**src/rtl/cozy_muldiv_pkg.sv**
```systemverilog
// cozy_muldiv_pkg: op/state encodings and divide-by-zero constant for cozy_muldiv
package cozy_muldiv_pkg;
  typedef enum logic [1:0] {IDLE = 2'd0, RUN = 2'd1, FIN = 2'd2} state_t;
  localparam logic [1:0] COZY_MD_MUL = 2'b00;
  localparam logic [1:0] COZY_MD_MULH = 2'b01;
  localparam logic [1:0] COZY_MD_DIV = 2'b10;
  localparam logic [1:0] COZY_MD_MOD = 2'b11;
  localparam logic [15:0] COZY_MD_DIV0_Q = 16'hFFFF;
endpackage

```
**src/rtl/cozy_div_step.sv**
```systemverilog
// cozy_div_step: one restoring-division step (shift in dividend bit, conditional subtract)
module cozy_div_step #(
  parameter int WIDTH = 16
) (
  input  logic [WIDTH-1:0] r,
  input  logic             din,
  input  logic [WIDTH-1:0] d,
  output logic [WIDTH-1:0] r_nxt,
  output logic             q
);
  logic [WIDTH:0] sh, diff;
  always_comb begin
    sh = {r, din};
    diff = sh - {1'b0, d};
    q = sh >= {1'b0, d};
    r_nxt = q ? diff[WIDTH-1:0] : sh[WIDTH-1:0];
  end
endmodule

```
**src/rtl/cozy_muldiv.sv**
```systemverilog
// cozy_muldiv: iterative radix-2 unsigned mul/div; define COZY_MULDIV_EARLY_EXIT_EN to cut multiplies short
module cozy_muldiv
  import cozy_muldiv_pkg::*;
#(
  parameter int WIDTH = 16,
  parameter int CNT_W = 5
) (
  input  logic             clk,
  input  logic             rst,
  input  logic             start,
  input  logic [1:0]       op,
  input  logic [WIDTH-1:0] r1,
  input  logic [WIDTH-1:0] r2,
  output logic             busy,
  output logic             done,
  output logic [WIDTH-1:0] out,
  output logic             carry_out
);
  state_t state, state_nxt;
  logic [CNT_W-1:0] cnt;
  logic [1:0] opr;
  logic [WIDTH-1:0] a, b, rem, rem_nxt, res;
  logic [2*WIDTH-1:0] p, p_nxt;
  logic qbit, is_mul, dz, last;
  assign is_mul = ~opr[1];
  assign dz = op[1] && r2 == '0;
  assign p_nxt = p + (b[0] ? {{WIDTH{1'b0}}, a} << cnt : '0);
  // a doubles as dividend shifter and quotient accumulator during divide
  cozy_div_step #(.WIDTH(WIDTH)) u_step (
    .r(rem),
    .din(a[WIDTH-1]),
    .d(b),
    .r_nxt(rem_nxt),
    .q(qbit)
  );
`ifdef COZY_MULDIV_EARLY_EXIT_EN
  assign last = cnt == CNT_W'(WIDTH-1) || (is_mul && b[WIDTH-1:1] == '0);
`else
  assign last = cnt == CNT_W'(WIDTH-1);
`endif
  assign res = opr == COZY_MD_MUL ? p_nxt[WIDTH-1:0] :
               opr == COZY_MD_MULH ? p_nxt[2*WIDTH-1:WIDTH] :
               opr == COZY_MD_DIV ? {a[WIDTH-2:0], qbit} : rem_nxt;
  always_ff @(posedge clk or posedge rst)
    if (rst) state <= IDLE;
    else state <= state_nxt;
  always_comb begin
    state_nxt = state == IDLE ? (start ? (dz ? FIN : RUN) : IDLE) :
                state == RUN ? (last ? FIN : RUN) : IDLE;
  end
  always_comb begin
    busy = state == RUN;
    done = state == FIN;
  end
  always_ff @(posedge clk or posedge rst) begin
    if (rst) begin
      cnt <= '0;
      opr <= '0;
      a <= '0;
      b <= '0;
      p <= '0;
      rem <= '0;
      out <= '0;
      carry_out <= 1'b0;
    end else if (state == IDLE && start) begin
      cnt <= '0;
      opr <= op;
      a <= r1;
      b <= r2;
      p <= '0;
      rem <= '0;
      if (dz) begin
        out <= op == COZY_MD_DIV ? COZY_MD_DIV0_Q : r1;
        carry_out <= 1'b1;
      end
    end else if (state == RUN) begin
      cnt <= cnt + 1'b1;
      if (is_mul) begin
        p <= p_nxt;
        b <= b >> 1;
      end else begin
        rem <= rem_nxt;
        a <= {a[WIDTH-2:0], qbit};
      end
      if (last) begin
        out <= res;
        carry_out <= opr == COZY_MD_MUL && |p_nxt[2*WIDTH-1:WIDTH];
      end
    end
  end
endmodule

```
**config.mk**
```make
export PLATFORM = sky130hd
export DESIGN_NAME = cozy_muldiv
export DESIGN_NICKNAME = d
export VERILOG_FILES = /design/src/rtl/cozy_muldiv_pkg.sv /design/src/rtl/cozy_div_step.sv /design/src/rtl/cozy_muldiv.sv
export SDC_FILE = /design/constraint.sdc
export NUM_CORES = 1
export LEC_CHECK = 0
export CAP_MARGIN = 20
export CORE_AREA = 2 2 163 165
export DETAILED_ROUTE_END_ITERATION = 16
export DIE_AREA = 0 0 165 167
export GPL_ROUTABILITY_DRIVEN = 0
export SLEW_MARGIN = 20
export SYNTH_ARGS = -nofsm -noshare
export SYNTH_HDL_FRONTEND = slang
export SYNTH_HIERARCHICAL = 1
export SYNTH_SLANG_ARGS = --single-unit
```
**constraint.sdc**
```tcl
create_clock -name clk -period 5.31 [get_ports clk]
set_clock_uncertainty 0.05 [all_clocks]
set_input_delay 0.7965 -clock clk [delete_from_list [all_inputs] [get_ports clk]]
set_output_delay 0.7965 -clock clk [all_outputs]
set_load 0.01 [all_outputs]
```
==> metrics.cfg <==
[pwr]
combPwrFrac_pct=71.5
ir_drop_mv=0.2912
p_sw_mw=4.245
intPower_mw=3.970
pwr-share-clk_pct=9.6
seqPwrFrac_pct=18.9
p_leak_nw=4.340
finalPower_mw=8.216
power_density_nw_per_um2=811.3
sw_frac_of_total_pct=51.67

[placed_design]
dp_hpwl_mm=22.51
place_ws_ns=0.05175
io_buffers=55
post_dp_cell_area_sq_um=9783

[timing]
slew_violations=0
max_freq_mhz=200.0
setup-tns-final_ns=0
fin_crit_sh_pct=94.15
fin_crit_ns=4.999
finalSetupViolations=0
worstMarginPinSlew_ns=0.9478
max-slew-margin-rel_pct=36.81
final-hold-violation-count=0
worst_slack_ns=0.3106
rsz0062_at_grt=false

[drt]
dr.pass1.iters=7
routed_wl_mm=29.78
wire_per_inst_um=20.44
drt_iter0_markers=902
num_vias=8591
viasPerCell=5.896
route.detailed.drc=0
detail-route-antenna-nets=0

[global_routing]
grt_pass1_wl_mm=46.80
grt_usage_pct=21.81
antenna_found_initial=0
grt_max_degree=72
globalRouteOverflowTotal=0
first_global_vias=8222

[cells_and_area]
final_cell_area_sq_um=10130
nets=1205
diodes=0
finish.utilization_pct=39.30
drive_above_1_share_pct=8.734
area_growth_pct=13.57

[clock_tree]
htree_levels=3
root_buffer=clkbuf_16
clock_path_buffers=2
cts_tree=done
clk_latency_ns=0.37
cts_made_buffers=9
path_clk_slew_ns=0.08
cts.sinks=106
cts_setup_buffers=0

[critical_path]
worstPathCellList=buf_4 > mux2_2 > nand2_1 > o21ai_0 > o211a_1 > a21oi_1 > o22ai_1 > and2_1 > ha_1 > nand4_1 > nor4_1 > o2111ai_1 > nand2_1 > nor2_1 > a211oi_1 > mux4_2 > o21bai_1 > a21oi_1
cp_max_fo=22
required_ns=5.54
critPathBufInv=1
worstSetupPathType=flop to flop
crit_arrival_ns=5.23
endpoint_kind=flop
crit_family=compound AO/OA/AOI/OAI gates
critPathMaxStageDelay_ns=0.65
slowest_stage=a211oi_1
critPathLaunchType=flop

[floorplan]
fp.dieH_um=167
rows=59
die_area_sq_um=27560
ios=56
start_util_pct=34.61
design.core.area_sq_um=25760
fp.dieW_um=165

[yosys]
yosysSeqAreaShare_pct=29.75
syn_area_sq_um=8916
ys.flop_type=dfrtp_1
synth-seq-cells=106
yosysUniqueCellTypes=84
synth_edf_count=0
yosysWarnings=6
async_flop_share_pct=100.0
synth_area_per_cell_sq_um=8.128
syn_inst=1097
synth_nets=1185

[status]
status=complete, no violations

[worst_hold_path]
hold_class=flop to flop

[flow_run]
maxCapViolCount=0

==> cells in the mapped netlist, drive strengths merged (16+ instances only) <==
cell type / number / area share [%]
a211oi: 19 / 1.7
a21oi: 81 / 4.6
a22o: 26 / 2.6
a31oi: 37 / 2.6
buf: 17 / 1.0
clkbuf: 49 / 2.1
dfrtp: 106 / 30
ha: 49 / 6.9
inv: 39 / 1.6
mux2: 27 / 3.7
mux2i: 31 / 3.5
nand2: 177 / 7.5
nor2: 106 / 4.5
nor2b: 16 / 1.1
nor3: 19 / 1.1
o21ai: 61 / 3.5
xor2: 16 / 1.6
==> power groups by stage <==
| stage | clock network, mW | registers, mW | logic (mW) |
|---|---|---|---|
| global placement | 0 | 1.56 | 5.68 |
| detailed placement | 0 | 1.56 | 5.74 |
| finish | 0.785 | 1.56 | 5.87 |
| floorplan | 0 | 1.43 | 4.19 |
| global route | 0.820 | 1.61 | 6.37 |
| CTS | 0.791 | 1.55 | 5.77 |
==> cell families after synthesis <==
group	share of synthesized area (%)
compound gates	24.85
flops	29.75
simple gates	20.45
fa+ha+maj	7.325
mux	9.669
buf+inv	4.827
xor+xnor	3.129
==> state kept, by name (all words and copies together), names as in the netlist <==
register   count
a             16
b             16
carry_out      1
cnt            5
opr            2
out           16
p             32
rem           16
state          2
==> worst register-to-register path, stage by stage (launching register included) <==
cell and delay [ns]:
dfrtp_1 0.34, buf_4 0.30, mux2_2 0.40, nand2_1 0.07, o21ai_0 0.20, o211a_1 0.28, a21oi_1 0.15, o22ai_1 0.11
and2_1 0.17, ha_1 0.39, nand4_1 0.17, nor4_1 0.42, o2111ai_1 0.23, nand2_1 0.24, nor2_1 0.14, a211oi_1 0.65
mux4_2 0.39, o21bai_1 0.07, a21oi_1 0.15
==> path summary, 6_finish.rpt <==
path	from	to	slack, ns	cells past startpoint
min in group asynchronous	rst	p[6]	0.94	2
max in group asynchronous	rst	a[15]	3.19	3
worst min register to register	p[3]	p[3]	0.46	1
worst max-delay path	cnt[0]	out[11]	0.31	18
worst max register to register	cnt[0]	out[11]	0.31	18
worst min-delay path	p[3]	p[3]	0.46	1
==> stage by stage <==
stage | hold WS (ns) | instances
floorplan | 0.4063 | 1097
global placement | 0.4302 | 1441
detailed placement | 0.4383 | 1441
CTS | 0.4592 | 1457
global route | 0.4809 | 1457
finish | 0.4607 | 1457
==> repair_timing <==
item	4_1_cts	5_1_grt
gates resized for setup	0	1
hold buffers	0	0
setup endpoints to repair	0	1
==> cell type report <==
class	count	area (sq um)
Clock buffer	9	225.2
Clock inverter	7	110.1
Fill cell	2618	15640
Inverter	41	156.4
Multi-Input combinational cell	884	5862
Sequential cell	106	2653
Tap cell	335	419.2
Timing Repair Buffer	75	700.7
==> metal layers <==
layer	global-route usage (%)	wire length, um
met1	30.43	13200
met2	34.58	13780
met3	2.491	1682
met4	8.091	1118
met5	0	0
==> placed cells by master, fill, tap and decap left out, drive strengths merged, types with 12 or more instances in the layout <==
cell type and instances:
nand2 177, dfrtp 106, nor2 106, a21oi 81, o21ai 61, clkdlybuf4s50 55, ha 49, inv 42
a31oi 37, mux2i 31, mux2 27, a22o 26, buf 20, nor3 19, a211oi 19, xor2 16
nor2b 16, and2 15, xnor2 15, nand3 14, o22ai 13, o211ai 13, nand4 12
No activity file was read; power rests on OpenSTA's default activity.
